--- src/rtl/rx_sample_ctrl_if.sv ---
// Serial receive control bundle: raw line in, synchronized data and frame status out.
interface rx_sample_ctrl_if;
    logic serial_rx;
    logic sync_in;
    logic shift_enable;
    logic packet_done;
    logic framing_error;
    logic rx_busy;

    // Receiver side: samples the line, drives the shift-register controls and status.
    modport master (
        input  serial_rx,
        output sync_in,
        output shift_enable,
        output packet_done,
        output framing_error,
        output rx_busy
    );

    // Line/consumer side: drives the serial line, observes controls and status.
    modport slave (
        output serial_rx,
        input  sync_in,
        input  shift_enable,
        input  packet_done,
        input  framing_error,
        input  rx_busy
    );
endinterface

--- src/rtl/rx_sample_ctrl.sv ---
// UART-style receive sampler: synchronizes the serial line, finds the start bit,
// and pulses shift_enable at the centre of each data bit for a downstream shift register.
module rx_sample_ctrl #(
    parameter int unsigned CLKS_PER_BIT = 10,
    parameter int unsigned NUM_BITS     = 8
) (
    input  logic             clk,
    input  logic             n_rst,
    rx_sample_ctrl_if.master rx
);

    localparam int unsigned CNT_W = $clog2(CLKS_PER_BIT) + 1;
    localparam int unsigned BIT_W = $clog2(NUM_BITS + 1);

    localparam logic [CNT_W-1:0] HALF_BIT = CNT_W'(CLKS_PER_BIT / 2);
    localparam logic [CNT_W-1:0] FULL_BIT = CNT_W'(CLKS_PER_BIT);
    localparam logic [CNT_W-1:0] PRE_BIT  = CNT_W'(CLKS_PER_BIT - 1);
    localparam logic [CNT_W-1:0] CNT_ONE  = CNT_W'(1);
    localparam logic [BIT_W-1:0] LAST_BIT = BIT_W'(NUM_BITS - 1);
    localparam logic [BIT_W-1:0] BIT_ONE  = BIT_W'(1);

    typedef enum logic [1:0] {
        IDLE,
        START_CHK,
        DATA,
        STOP
    } state_t;

    logic             sync_ff1;
    logic             sync_ff2;
    logic             sync_prev;
    logic             start_edge;

    state_t           state;
    state_t           state_n;
    logic [CNT_W-1:0] cnt;
    logic [CNT_W-1:0] cnt_n;
    logic [BIT_W-1:0] bit_cnt;
    logic [BIT_W-1:0] bit_cnt_n;

    logic             shift_q;
    logic             shift_n;
    logic             done_q;
    logic             done_n;
    logic             ferr_q;
    logic             ferr_n;
    logic             busy_q;
    logic             busy_n;

    // Two-flop synchronizer plus a delayed copy for falling-edge detection; all reset to idle-high.
    always_ff @(posedge clk or negedge n_rst) begin
        if (!n_rst) begin
            sync_ff1  <= 1'b1;
            sync_ff2  <= 1'b1;
            sync_prev <= 1'b1;
        end else begin
            sync_ff1  <= rx.serial_rx;
            sync_ff2  <= sync_ff1;
            sync_prev <= sync_ff2;
        end
    end

    assign start_edge = sync_prev & ~sync_ff2;

    // State, counters and registered outputs.
    always_ff @(posedge clk or negedge n_rst) begin
        if (!n_rst) begin
            state   <= IDLE;
            cnt     <= '0;
            bit_cnt <= '0;
            shift_q <= 1'b0;
            done_q  <= 1'b0;
            ferr_q  <= 1'b0;
            busy_q  <= 1'b0;
        end else begin
            state   <= state_n;
            cnt     <= cnt_n;
            bit_cnt <= bit_cnt_n;
            shift_q <= shift_n;
            done_q  <= done_n;
            ferr_q  <= ferr_n;
            busy_q  <= busy_n;
        end
    end

    // Next state: cnt is the number of cycles since the last reference point
    // (start edge, start check, or previous bit sample); outputs are decided one cycle ahead.
    always_comb begin
        state_n   = state;
        cnt_n     = cnt + CNT_ONE;
        bit_cnt_n = bit_cnt;
        shift_n   = 1'b0;
        done_n    = 1'b0;
        ferr_n    = ferr_q;

        case (state)
            IDLE: begin
                cnt_n     = '0;
                bit_cnt_n = '0;
                if (start_edge) begin
                    state_n = START_CHK;
                    cnt_n   = CNT_ONE;
                end
            end
            START_CHK: begin
                if (cnt == HALF_BIT) begin
                    if (!sync_ff2) begin
                        state_n = DATA;
                        cnt_n   = CNT_ONE;
                        ferr_n  = 1'b0;
                    end else begin
                        state_n = IDLE;
                        cnt_n   = '0;
                    end
                end
            end
            DATA: begin
                if (cnt == PRE_BIT) begin
                    shift_n = 1'b1;
                end
                if (cnt == FULL_BIT) begin
                    cnt_n = CNT_ONE;
                    if (bit_cnt == LAST_BIT) begin
                        state_n   = STOP;
                        bit_cnt_n = '0;
                    end else begin
                        bit_cnt_n = bit_cnt + BIT_ONE;
                    end
                end
            end
            STOP: begin
                if (cnt == FULL_BIT) begin
                    state_n = IDLE;
                    cnt_n   = '0;
                    done_n  = 1'b1;
                    ferr_n  = ~sync_ff2;
                end
            end
            default: begin
                state_n = IDLE;
                cnt_n   = '0;
            end
        endcase

        busy_n = (state_n != IDLE);
    end

    assign rx.sync_in       = sync_ff2;
    assign rx.shift_enable  = shift_q;
    assign rx.packet_done   = done_q;
    assign rx.framing_error = ferr_q;
    assign rx.rx_busy       = busy_q;

endmodule

--- src/flat_wrapper.sv ---
// flat-port wrapper written by rule: the top's interface ports become plain ports
module rx_sample_ctrl_flat 
#(
    parameter int unsigned CLKS_PER_BIT = 10,
    parameter int unsigned NUM_BITS     = 8
)
  (clk, n_rst, rx_serial_rx, rx_sync_in, rx_shift_enable, rx_packet_done, rx_framing_error, rx_rx_busy);
  rx_sample_ctrl_if rx_i ();
  input  logic clk;
  input  logic n_rst;
  input wire logic [$bits(rx_i.serial_rx)-1:0] rx_serial_rx;
  output wire logic [$bits(rx_i.sync_in)-1:0] rx_sync_in;
  output wire logic [$bits(rx_i.shift_enable)-1:0] rx_shift_enable;
  output wire logic [$bits(rx_i.packet_done)-1:0] rx_packet_done;
  output wire logic [$bits(rx_i.framing_error)-1:0] rx_framing_error;
  output wire logic [$bits(rx_i.rx_busy)-1:0] rx_rx_busy;
  assign rx_i.serial_rx = rx_serial_rx;
  assign rx_sync_in = rx_i.sync_in;
  assign rx_shift_enable = rx_i.shift_enable;
  assign rx_packet_done = rx_i.packet_done;
  assign rx_framing_error = rx_i.framing_error;
  assign rx_rx_busy = rx_i.rx_busy;
  rx_sample_ctrl #(.CLKS_PER_BIT(CLKS_PER_BIT), .NUM_BITS(NUM_BITS)) u_core (.clk(clk), .n_rst(n_rst), .rx(rx_i));
endmodule
--- config.mk ---
export PLATFORM = sky130hd
export DESIGN_NAME = rx_sample_ctrl_flat
export DESIGN_NICKNAME = d
export VERILOG_FILES = /design/src/rtl/rx_sample_ctrl_if.sv /design/src/rtl/rx_sample_ctrl.sv /design/src/flat_wrapper.sv
export SDC_FILE = /design/constraint.sdc
export NUM_CORES = 1
export LEC_CHECK = 0
export ABC_AREA = 1
export CAP_MARGIN = 0
export CORE_MARGIN = 2
export CORE_UTILIZATION = 50
export CTS_BUF_LIST = sky130_fd_sc_hd__clkbuf_16
export DETAILED_ROUTE_END_ITERATION = 6
export GPL_TIMING_DRIVEN = 1
export PLACE_DENSITY_LB_ADDON = 0.2
export SYNTH_ARGS = -nofsm -noshare
export SYNTH_HDL_FRONTEND = slang
export SYNTH_SLANG_ARGS = --single-unit
--- constraint.sdc ---
create_clock -name clk -period 1.9 [get_ports clk]
set_input_delay 0.38 -clock clk [delete_from_list [all_inputs] [get_ports clk]]
set_output_delay 0.38 -clock clk [all_outputs]
set_load 0.005 [all_outputs]
# Word-level counts from Yosys, hierarchy flattened
# Cells that the tools add are included.
[classes] addsub=2 n_eq_ne=11 bitwise=2 n_reduce_logical=6 mux=24
[ops] cell="$pmux 5 s4" count=1
[ops] cell="$mux 5" count=3
[ops] cell="$mux 2" count=6
[ops] cell="$eq 5x4->1 const B" count=2
[ops] cell="$mux 1" count=9
[ops] cell="$mux 4" count=2
[ops] cell="$pmux 2 s4" count=1
[ops] cell="$pmux 4 s2" count=1
[ops] cell="$ne 2x1->1 const B" count=3
[ops] cell="$reduce_bool 2->1" count=3
[ops] cell="$add 5x1->5 const B" count=1
[ops] cell="$eq 5x3->1 const B" count=1
[ops] cell="$add 4x1->4 const B" count=1
[ops] cell="$eq 2x2->1 const B" count=2
[ops] cell="$eq 4x3->1 const B" count=1
[ops] cell="$reduce_and 4->1" count=1
[ops] cell="$eq 2x1->1 const B" count=1
[ops] cell="$logic_not 2->1" count=1
[ops] cell="$ne 2x2->1 const B" count=1
[ops] cell="$pmux 1 s2" count=1
[ops] cell="$reduce_and 2->1" count=1
[ops] cell="$and 1x1->1" count=1
[ops] cell="$not 1->1" count=1
[word_totals] elab_cells=55 input_bits=3 output_inout_bits=5 reg_bits=18

# Depth between registers and ports, before layout
# Gate-level depths: netlist of run 1.
[logic_depth] depth_word=5 ltp_mapped=9 mapped_depth_nobuf=9

# Worst setup path after synthesis of run 1
# Ideal clock, no wire load.
[synth_path] path_type="register -> register" start="register u_core.cnt[0]" end="register u_core.busy_q (netlist: u_core.rx.rx_busy)" slack_ps=643 path_stages_with_launch=10 synth_period_minus_slack_ps=1257 path_buffers=0 t_arrival_ps=1131 required_time_ps=1773 setup_ps=127 cell_sequence="dfrtp_1 > inv_1 > ha_1 > nand2_1 > inv_1 > nand2_2 > nand2_2 > nand2_1 > nor2_1 > nand3_1"
[synth_between] elab_chain_len=4 elab_cells_between_ends=7 classes_between="2 x eq/ne; 4 x mux; 1 x reduce/logical"
[synth_rtl] element="start: declaration" line_no="rx_sample_ctrl.sv:36" text="logic [CNT_W-1:0] cnt;"
[synth_rtl] element="start signal: assignment" line_no="rx_sample_ctrl.sv:77" text="cnt <= cnt_n;"
[synth_rtl] element="$eq 5x4->1 / $eq 5x3->1 (equally long branches)" line_no="rx_sample_ctrl.sv:121, rx_sample_ctrl.sv:132, rx_sample_ctrl.sv:106"
[synth_rtl] element="$mux 2, on equally long branches" line_no="rx_sample_ctrl.sv:132, rx_sample_ctrl.sv:106, rx_sample_ctrl.sv:121"
[synth_rtl] element="$pmux 2 s4 (*)" line_no="rx_sample_ctrl.sv:96" text="case (state)"
[synth_rtl] element="$reduce_bool 2->1 (*)" line_no="rx_sample_ctrl.sv:145" text="busy_n = (state_n != IDLE);"
[synth_rtl] element="named net u_core.busy_n" line_no="rx_sample_ctrl.sv:48" text="logic busy_n;"
[synth_rtl] element="end signal: assignment" line_no="rx_sample_ctrl.sv:82" text="busy_q <= busy_n;"
[synth_rtl] element="end: declaration" line_no="rx_sample_ctrl.sv:47" text="logic busy_q;"
# The timed path passes the listed nets; every way through them passes the cells marked *.
# A chain may end at the register's enable or synchronous reset.

# Worst setup path after layout of run 1
[layout_path] start="register u_core.sync_ff2 (netlist: u_core.rx.sync_in)" end="output rx_sync_in"
[layout_lines] element="start: declaration" line_no="rx_sample_ctrl.sv:30" text="logic sync_ff2;"
[layout_lines] element="start signal: assignment" line_no="rx_sample_ctrl.sv:58" text="sync_ff2 <= sync_ff1;"
[layout_lines] element="end: declaration" line_no="flat_wrapper.sv:12" text="output wire logic [$bits(rx_i.sync_in)-1:0] rx_sync_in;"
# No word-level cell between the ends.

==> metrics.yaml, run 1 <==
status:
  status: "completed"
power:
  p_switching_w: 0.000481
  switching_share_pct: 33.7
  peakVddDrop_v: 0.000874
  p_clk_share_pct: 29.2
  p_per_area_nw_per_um2: 1320
  p_leak_nw: 0.554
  p_int_w: 0.000945
  p_comb_share_pct: 29.4
  pwr-share-seq_pct: 41.4
timing:
  timing_max_transition_violations_final: 0
  setup_slack_ps: 242
  hold_viol: 0
  finalSetupTns_ps: 0
  rsz0062_at_grt: "no"
  timing.slew.headroom_pct: 74.0
  timing_worst_slew_pin_value_ps: 388
  post-route-period-util_pct: 87.3
  fin_crit_ps: 1660
  fmax_mhz: 603
  setup_viol: 0
  fin_skew_ps: 4.65
final_layout:
  syn_to_final_growth_pct: 21.1
  fill_cells: 148
  largest_reg_flops: 5
  fin_area_um2: 1080
  reg.largest.list: "u_core.cnt: 5 flops, u_core.bit_cnt: 4 flops, u_core.state: 2 flops"
  nets: 122
  largest-register: "u_core.cnt"
  final_layout_size_suffix_gt1_share_pct: 14.9
  diodes: 0
  utilization_pct: 63.2
floorplanning:
  die_y_um: 46.2
  num_rows: 15
  die_w_um: 46.2
  initial_utilization_pct: 52.2
  core-area_um2: 1710
  top_level_ports: 8
  dieArea_um2: 2140
clocking:
  htreeDepth: 1
  cts-resized-gates: 0
  cts_tree: "done"
  clockRootBuffer: "clkbuf_16"
  cts-hold-fix-buffers: 0
  cts_sinks: 18
  clock_latency_ps: 250
  clockBufferDepth: 2
  clkTransAtPathRegs_ps: 50
  cts_buffers: 3
  cts_setup_buffers: 0
detailed_routing:
  drt_iter0_drc: 33
  drc: 0
  drtAntennaViolNets: 0
  wl_per_cell_um: 11.0
  dr_total_vias: 664
  drtPass1Iterations: 4
  via_per_inst: 4.78
  routed_wl_um: 1530
yosys:
  postSynth.asyncResetShare_pct: 100
  synth_cells: 102
  syn_nets: 109
  ys_warn_count: 0
  yosysTopAreaCell: "dfrtp_1"
  synthTopCellsByArea: "dfrtp_1 (42%), dfstp_2 (8.8%), nand2_1 (8.0%)"
  synth_edf_count: 0
  yosys-top-cells-count: "nand2_1 (19), dfrtp_1 (15), inv_1 (14), nand3_1 (14), nor2_1 (11)"
  synth.cell_area_um2: 891
  synth_top_flop_cell: "dfrtp_1"
  ys_seq_area_share_pct: 51.0
  synth_top_area_share_pct: 42.1
  ys_ff_latch: 18
  syn_area_per_cell_um2: 8.73
  synth_most_common_cell: "nand2_1"
  yosys.cell_types.count: 18
global_route:
  grt_use_total_pct: 18.6
  grt_first_pass_wirelength_um: 2640
  grt_overflow_total: 0
  grt_max_degree: 11
  antenna_found_initial: 0
  grt_pass1_vias: 607
placed_design:
  dp_slack_ps: 468
  dpl.hpwl_um: 1200
  port_buffers: 7
  dpl_cell_area_um2: 1000
  routabilityCongestion: 0.798
worst_setup_path:
  rrSetupSlack_ps: 460
  cp_top_family: "flip-flops"
  crit_slowest_cell: "dfstp_2"
  r2r-start: "u_core.cnt[0]"
  cp.arrival_ps: 1280
  cp.required_ps: 1520
  critPathCaptureType: "output pin"
  crit_fanout: 3
  crit_path_start_kind: "flip-flop"
  crit_buf_inv: 1
  startpoint: "u_core.rx.sync_in"
  crit_type: "reg2out"
  critical_path.cell_chain: "clkdlybuf4s50_1"
  slowest_delay_ps: 540
hold_path:
  min-delay-start: "u_core.sync_ff1"
  hold_path.class: "reg2reg"
flow_run:
  drv_cap: 0
cells by family after synthesis:
kind of cell | count (synthesis) | share of synthesized area (%)
buffers and inverters | 17 | 7.16
DFF | 18 | 51.0
xor gates and xnor gates | 4 | 3.93
and+or+nand+nor | 52 | 27.8
adders and majority gates | 4 | 5.62
AOI/OAI and AO/OA | 7 | 4.49
power by group through the flow:
stage,logic [W],registers (W),clock network (W)
6_report,0.000419,0.000591,0.000416
5_1_grt,0.000485,0.000606,0.000448
4_1_cts,0.000425,0.000588,0.000429
3_5_place_dp,0.000422,0.000594,0
3_3_place_gp,0.000413,0.000589,0
2_1_floorplan,0.000332,0.000574,0
stage by stage:
stage | power (W) | std cells | hold slack, ps
final | 0.00143 | 139 | 356
after global routing | 0.00154 | 139 | 361
after CTS | 0.00144 | 139 | 359
after detailed placement | 0.00102 | 135 | 350
after global placement | 0.00100 | 135 | 351
after floorplan | 0.000906 | 102 | 84.4
cell usage in the layout, fill, tap and decap left out:
cell type | Yosys | layout
clkdlybuf4s50_1 | 0 | 7
nand2_4 | 1 | 1
dfrtp_1 | 15 | 15
nor4_1 | 1 | 1
clkbuf_16 | 0 | 3
nand2_2 | 3 | 3
xor2_1 | 2 | 2
nor2_2 | 1 | 1
dfstp_2 | 3 | 3
inv_1 | 14 | 15
inv_2 | 3 | 3
nor2_4 | 2 | 2
a21oi_1 | 1 | 1
nand2_1 | 19 | 19
ha_1 | 4 | 4
o21ai_0 | 4 | 4
o21a_1 | 2 | 2
nor2_1 | 11 | 11
nand3_1 | 14 | 14
xnor2_1 | 2 | 2
buf_4 | 0 | 1
cell type report:
type | count | area, um2 | area share, %
repair buffers | 8 | 77.6 | 7.19
clock inverters | 1 | 3.75 | 0.348
multi-input cells | 67 | 373 | 34.6
flip-flops and latches | 18 | 454 | 42.1
clock buffers | 3 | 75.1 | 6.96
well taps | 25 | 31.3 | 2.90
inverters | 17 | 63.8 | 5.92
routing by layer:
metal / global-route usage (%) / part of all wire, %
met5: 0 / 0
met4: 13.7 / 3.4
met3: 3.92 / 3.2
met2: 26.9 / 49
met1: 24.0 / 45
worst paths after layout:
check                                    end  cells past startpoint
hold reg to reg            u_core.rx.sync_in                      0
hold / removal             u_core.rx.sync_in                      0
setup reg to reg           u_core.rx.rx_busy                      9
max in group asynchronous    u_core.state[1]                      2
setup / recovery                  rx_sync_in                      1
min in group asynchronous      u_core.cnt[4]                      1
Power figures use the tool's default switching activity.
==> run 2: changes to the inputs <==
--- a/config.mk
+++ b/config.mk
@@ -6,7 +6,7 @@
 export NUM_CORES = 1
 export LEC_CHECK = 0
 export ABC_AREA = 1
-export CAP_MARGIN = 0
+export CAP_MARGIN = 10
 export CORE_MARGIN = 2
 export CORE_UTILIZATION = 50
 export CTS_BUF_LIST = sky130_fd_sc_hd__clkbuf_16
==> results of run 2 <==
Final layout, timing and power as in run 1 (identical DEF).
==> run 3: changes to the inputs <==
--- a/config.mk
+++ b/config.mk
@@ -6,7 +6,6 @@
 export NUM_CORES = 1
 export LEC_CHECK = 0
 export ABC_AREA = 1
-export CAP_MARGIN = 10
 export CORE_MARGIN = 2
 export CORE_UTILIZATION = 50
 export CTS_BUF_LIST = sky130_fd_sc_hd__clkbuf_16
==> results of run 3 <==
Final layout, timing and power as in run 1 (identical DEF).
